--- src/rtl/p2s_cond.sv ---
// 4-lane parallel-to-serial transmitter: loads one word per lane and shifts all lanes
// out together, one bit per clock, with a frame marker on each word's first bit.
module p2s_cond #(
    parameter int         WIDTH   = 8,
    parameter logic [7:0] PATTERN = 8'hBC
) (
    input  logic             CLK,
    input  logic             RESET,
    input  logic             IN_ENB,
    input  logic [1:0]       IN_MODO,
    input  logic             IN_DIR,
    input  logic             IN_VALID,
    input  logic [WIDTH-1:0] IN_LANE3,
    input  logic [WIDTH-1:0] IN_LANE2,
    input  logic [WIDTH-1:0] IN_LANE1,
    input  logic [WIDTH-1:0] IN_LANE0,
    output logic             OUT_READY,
    output logic [3:0]       OUT_LANE,
    output logic             OUT_FRAME,
    output logic             OUT_BUSY
);

    localparam int                CW      = $clog2(WIDTH);
    localparam logic [CW-1:0]     LAST    = CW'(WIDTH - 1);
    localparam logic [WIDTH+7:0]  PAT_EXT = {{WIDTH{1'b0}}, PATTERN};
    localparam logic [WIDTH-1:0]  PAT_W   = PAT_EXT[WIDTH-1:0];

    typedef enum logic {IDLE = 1'b0, SHIFT = 1'b1} state_t;

    state_t           state;
    logic [CW-1:0]    cnt;
    logic             dir_q;
    logic [WIDTH-1:0] sreg     [4];
    logic [WIDTH-1:0] lane_in  [4];
    logic [WIDTH-1:0] new_word [4];

    logic mode_data, mode_pat, at_last, boundary, take_data, load_pat, load;

    function automatic logic first_bit(input logic [WIDTH-1:0] w, input logic dir);
        return dir ? w[0] : w[WIDTH-1];
    endfunction

    function automatic logic [WIDTH-1:0] advance(input logic [WIDTH-1:0] w, input logic dir);
        return dir ? (w >> 1) : (w << 1);
    endfunction

    assign mode_data = (IN_MODO == 2'b00) || (IN_MODO == 2'b10);
    assign mode_pat  = (IN_MODO == 2'b01);
    assign at_last   = (cnt == LAST);
    // A new word may start from IDLE or on the last bit of the current word.
    assign boundary  = (state == IDLE) || at_last;
    assign OUT_READY = IN_ENB && mode_data && boundary;
    assign take_data = OUT_READY && IN_VALID;
    assign load_pat  = IN_ENB && mode_pat && boundary;
    assign load      = take_data || load_pat;

    always_comb begin
        lane_in[0] = IN_LANE0;
        lane_in[1] = IN_LANE1;
        lane_in[2] = IN_LANE2;
        lane_in[3] = IN_LANE3;
        for (int i = 0; i < 4; i++) begin
            new_word[i] = lane_in[i];
            if (mode_pat)
                new_word[i] = PAT_W;
            else if (IN_MODO[1])
                new_word[i] = ~lane_in[i];
        end
    end

    // The first bit goes straight to the output on load; sreg keeps the remaining bits.
    always_ff @(posedge CLK or posedge RESET) begin
        if (RESET) begin
            state     <= IDLE;
            cnt       <= '0;
            dir_q     <= 1'b0;
            OUT_LANE  <= '0;
            OUT_FRAME <= 1'b0;
            OUT_BUSY  <= 1'b0;
            for (int i = 0; i < 4; i++) sreg[i] <= '0;
        end else if (IN_ENB) begin
            if (load) begin
                state     <= SHIFT;
                cnt       <= '0;
                dir_q     <= IN_DIR;
                OUT_FRAME <= 1'b1;
                OUT_BUSY  <= 1'b1;
                for (int i = 0; i < 4; i++) begin
                    OUT_LANE[i] <= first_bit(new_word[i], IN_DIR);
                    sreg[i]     <= advance(new_word[i], IN_DIR);
                end
            end else if (state == SHIFT) begin
                if (!at_last) begin
                    cnt       <= cnt + 1'b1;
                    OUT_FRAME <= 1'b0;
                    for (int i = 0; i < 4; i++) begin
                        OUT_LANE[i] <= first_bit(sreg[i], dir_q);
                        sreg[i]     <= advance(sreg[i], dir_q);
                    end
                end else begin
                    state     <= IDLE;
                    OUT_LANE  <= '0;
                    OUT_FRAME <= 1'b0;
                    OUT_BUSY  <= 1'b0;
                end
            end
        end
    end

endmodule

--- config.mk ---
export PLATFORM = sky130hd
export DESIGN_NAME = p2s_cond
export DESIGN_NICKNAME = d
export VERILOG_FILES = /design/src/rtl/p2s_cond.sv
export SDC_FILE = /design/constraint.sdc
export NUM_CORES = 1
export LEC_CHECK = 0
export CAP_MARGIN = 10
export CORE_MARGIN = 5
export CORE_UTILIZATION = 48
export DETAILED_ROUTE_END_ITERATION = 10
export HOLD_SLACK_MARGIN = 0.03
export PLACE_DENSITY = 0.72
export SYNTH_ARGS = -nofsm -noshare
export SYNTH_HDL_FRONTEND = slang
export SYNTH_SLANG_ARGS = --single-unit
export TNS_END_PERCENT = 5
--- constraint.sdc ---
create_clock -name CLK -period 2.6 [get_ports CLK]
set_clock_uncertainty 0.05 [all_clocks]
set_input_delay 0.78 -clock CLK [delete_from_list [all_inputs] [get_ports CLK]]
set_output_delay 0.78 -clock CLK [all_outputs]
set_load 0.02 [all_outputs]
* After elaboration in Yosys (flattened, before gate mapping) *
Cells that the tools add are included.

cells by class
  add/subtract/negate cells = 1
  equal/unequal tests = 4
  mux-type cells = 41
  bitwise logic cells = 5
  reductions and logical operators = 15

operators by type and width
  kind                   number
  $mux W8                16
  $mux W32               3
  $not A8 Y8             4
  $mux W1                16
  $mux W4                3
  $mux W3                3
  $reduce_and A3 Y1      2
  $logic_and A1 B1 Y1    5
  $reduce_and A2 Y1      2
  $reduce_bool A2 Y1     2
  $add A3 B1 Y3 const B  1
  $eq A3 B3 Y1 const B   1
  $logic_or A1 B1 Y1     3
  $eq A2 B1 Y1 const B   1
  $eq A2 B2 Y1 const B   1
  $logic_not A2 Y1       1
  $ne A2 B1 Y1 const B   1
  $not A1 Y1             1

storage, ports and cells
  flip-flop bits (word level) = 43
  input bits = 39
  output and inout port bits = 7
  word-level logic and storage cells = 76

* Depth between registers and ports, before layout *
  depth in word-level cells = 8
  depth in mapped cells = 8
  mapped depth without buffers = 6

* Worst setup path after synthesis *
OpenSTA, ideal clock, no wires.

  path kind = in2out
  start point = in IN_ENB
  end point = out OUT_READY
  data arrival time = 1305 ps
  slack = 465 ps
  stages = 3
  cells stage by stage = buf_2 > nand2_1 > nor2_1

on the way
  longest elaborated chain between the ends = 2

ends and longest elaborated chain
  what                              line  source
  start: declaration                9     input logic IN_ENB,
  $logic_and A1 B1 Y1 (2 in a row)  52    assign OUT_READY = IN_ENB && mode_data && boundary;
  end: declaration                  17    output logic OUT_READY,

Every way passes these cells.

* Worst setup path after layout *
  start point = reg cnt[0]
  end point = out OUT_READY

on the way
  longest elaborated chain between the ends = 3

ends and longest elaborated chain
  what                      line  source
  start: declaration        31    logic [CW-1:0] cnt;
  start signal: assignment  94    cnt <= cnt + 1'b1;
  $eq A3 B3 Y1              49    assign at_last = (cnt == LAST);
  $logic_or A1 B1 Y1        51    assign boundary = (state == IDLE) || at_last;
  $logic_and A1 B1 Y1       52

Every way passes these cells.

==> results.toml <==
[pwr]
power_mw = 2.828
int_power_mw = 1.809
ir_drop_v = 0.0003756
lkg_pwr_nw = 1.660
p_clk_share_pct = 15.8
powerDensity_nw_per_um2 = 732.4
p_sw_mw = 1.019
power_frac_comb_pct = 43.3
power.share.sequential_pct = 41.0
power_switching_share_pct = 36.02

[detailed_routing]
firstDrtPassIters = 5
drt_first_iter_violations = 136
detail_route.drc_violations = 0
via_count = 2914
met3_wirelength_um = 546
routed.top_layer = "met4"
drt.antenna.violating_nets = 0
vias_per_cell = 6.084
wire_per_inst_um = 17.48
routedLengthMet1_um = 3898
postRouteWirelength_um = 8373
dr_wl_met2_um = 3755

[worst_setup_path]
crit_arrival_ns = 1.70
timing.critical_path.buf_inv = 1
crit_chain = "ha_1 > ha_1 > nand2b_1 > nand2_1 > nor2_1 > clkdlybuf4s15_1"
worst_setup_path_type = "reg2out"
critPathMostFrequentCell = "sky130_fd_sc_hd__ha_1"
critical_path_peak_fanout = 4
crit_family = "adder cells"
worst_path_max_delay_cell = "sky130_fd_sc_hd__dfrtp_1"
worstPathRequired_ns = 1.77
setup.worst_path.end_class = "output port"
critical_path.max_stage_delay_ns = 0.40
kind_of_launch_point_of_the_worst_setup_path = "register"
reg2reg_setup_slack_ns = 0.60

[global_route]
global_route_wire_length_before_repair_um = 13950
grt_antenna_before_repair = 0
grt_pass1_vias = 2776
grt_start_max_net_pins = 44
overflow = 0
grt_use_total_pct = 20.23

[finish]
nNetsFinal = 443
most_common_cell_after_layout_fill_and_taps_aside = "sky130_fd_sc_hd__dfrtp_1"
seq_area_sq_um = 1076
antenna-diode-count = 0
area.growth.synth_to_final_pct = 22.36
mostFrequentLayoutCells = "sky130_fd_sc_hd__dfrtp_1 (43), sky130_fd_sc_hd__nand2_1 (42), sky130_fd_sc_hd__clkdlybuf4s50_1 (42), sky130_fd_sc_hd__o21ai_0 (32), sky130_fd_sc_hd__mux2i_1 (24)"
layout.cell_area.non_filler_sq_um = 3861
multi_input_combinational_cell_area_sq_um = 1846
ratio_of_cells_with_drive_above_1_in_the_final_layout_pct = 13.93
num-fill-cells = 563

[die]
num_io_pins = 46
die_ar_sq_um = 8296
initial_utilization_pct = 49.41
chipWidth_um = 91.08
fp.dieH_um = 91.08
row_count = 29
core_area_sq_um = 6386

[timing]
grt_setup_unrepaired = "no"
setup_slack_ns = 0.07117
achievable-frequency_ghz = 0.3954
max_slew.worst_pin.slew_ns = 0.4540
post-route-period-util_pct = 97.26
timing.setup.tns_ns = 0
holdWs_ns = 0.4255
finalSetupViolations = 0
final.min_clock_period_ns = 2.529
timing_max_transition_violations_final = 0
timing.final.hold_violations = 0
slew_headroom_pct = 69.74

[clock_tree]
clock_buffer_count_from_cts = 5
number_of_sinks_driven_by_the_clock_tree = 43
worst_setup_hold_path_clk_slew_ns = 0.08
clock_insertion_delay_worst_skew_ns = 0.31
cts.root.buffer_cell = "sky130_fd_sc_hd__clkbuf_8"
htree_levels = 2
tritoncts = "yes"
clockBufferDepth = 2

[job]
max_cap_violations = 0

[synth]
synthesis.nets = 398
postSynthCellCount = 357
yosysWarnings = 0
seq_area_frac_synth_pct = 34.10
synth_ff_type = "sky130_fd_sc_hd__dfrtp_1"
post_synthesis_average_cell_area_sq_um = 8.839
ys_types = 41
synthesis_stage_register_bit_count = 43
synth_edf_count = 0
post_synth_instance_area_sq_um = 3156
ys_async_sr_fraction_pct = 100.0

[run_status]
run_status = "complete, no violations"

[placed_design]
dp_hpwl_um = 5691
dpl_worst_slack_ns = -0.2215
port-buffer-count = 45
place_congestion = 0.8081
placement.cell_area_sq_um = 3774

[worst_hold_path]
worst_hold_path_type = "reg2reg"
-- logic make-up (layout without fill, tap and decap cells) --
logic type / count (synthesis) / in the layout / share of synthesized area, %
buffers and inverters: 43 / 88 / 7.415
AOI/OAI and AO/OA: 117 / 117 / 24.86
xor gates and xnor gates: 21 / 21 / 5.829
DFF: 43 / 43 / 34.10
and+or+nand+nor: 91 / 91 / 13.68
muxes: 40 / 40 / 13.32
adders and majority gates: 2 / 2 / 0.7929
-- stage by stage --
stage | instances | utilization, %
floorplan | 357 | -
global placement | 472 | 59.09
detailed placement | 472 | 59.09
CTS | 479 | 60.44
global route | 479 | 60.46
finish | 479 | 60.46
-- cell type report --
cell class	count	area share [%]
sequential	43	27.87
inverter	8	0.7777
clock inverter	1	0.1296
timing repair buffer	73	18.79
tap	77	2.495
clock buffer	6	2.139
multi-input combinational	271	47.80
-- layer usage --
| layer | vias up | GRT usage, % |
|---|---|---|
| li1 | 1407 | - |
| met1 | 1388 | 28.85 |
| met2 | 103 | 30.59 |
| met3 | 16 | 4.463 |
| met4 | 0 | 6.357 |
| met5 | - | 0 |
-- flip-flops by register name (all words and copies together) (netlist names) --
signal and count:
sreg 32, OUT_LANE 4, cnt 3, OUT_BUSY 1
OUT_FRAME 1, dir_q 1, state 1
-- worst paths after layout --
kind,from,endpoint,cells after the start
max,cnt[0]$_DFFE_PP0P_,OUT_READY,6
min in group asynchronous,RESET,sreg[1]$_DFFE_PP0P_,3
min reg2reg,OUT_FRAME$_DFFE_PP0P_,OUT_FRAME$_DFFE_PP0P_,2
min,OUT_FRAME$_DFFE_PP0P_,OUT_FRAME$_DFFE_PP0P_,2
max reg2reg,cnt[0]$_DFFE_PP0P_,sreg[31]$_DFFE_PP0P_,8
max in group asynchronous,RESET,OUT_LANE[2]$_DFFE_PP0P_,3
-- cells in the mapped netlist, types with 9 or more instances --
cell / number / share of area, %
sky130_fd_sc_hd__dfrtp_1: 43 / 34
sky130_fd_sc_hd__nand2_1: 42 / 5.0
sky130_fd_sc_hd__o21ai_0: 32 / 5.1
sky130_fd_sc_hd__mux2i_1: 24 / 7.6
sky130_fd_sc_hd__a21oi_1: 21 / 3.3
sky130_fd_sc_hd__buf_2: 19 / 3.0
sky130_fd_sc_hd__xnor2_1: 17 / 4.7
sky130_fd_sc_hd__mux2_2: 16 / 5.7
sky130_fd_sc_hd__nor2_1: 12 / 1.4
sky130_fd_sc_hd__o22ai_1: 12 / 2.4
sky130_fd_sc_hd__nor3_1: 11 / 1.7
sky130_fd_sc_hd__nand3_1: 9 / 1.4
-- power groups by stage --
stage,Sequential [mW],Clock (mW),Combinational (mW)
2_1_floorplan,1.14,0,0.848
3_3_place_gp,1.15,0,1.19
3_5_place_dp,1.16,0,1.22
4_1_cts,1.15,0.453,1.23
5_1_grt,1.19,0.478,1.36
6_report,1.16,0.445,1.22
-- worst register-to-register path: cells and delay by family, from the launching register on --
| family | cells | cell delay [ns] |
|---|---|---|
| buf+inv | 2 | 0.34 |
| simple gates | 2 | 0.41 |
| fa+ha+maj | 2 | 0.43 |
| compound gates | 2 | 0.32 |
| flops | 1 | 0.40 |
-- repair_timing --
action	4_1_cts	5_1_grt
endpoints found under the hold margin	0	0
setup endpoints to repair	1	1
buffers inserted	0	0
gates resized for setup	1	1
hold buffers	0	0
Note: power is estimated with default switching activity, not from simulation.
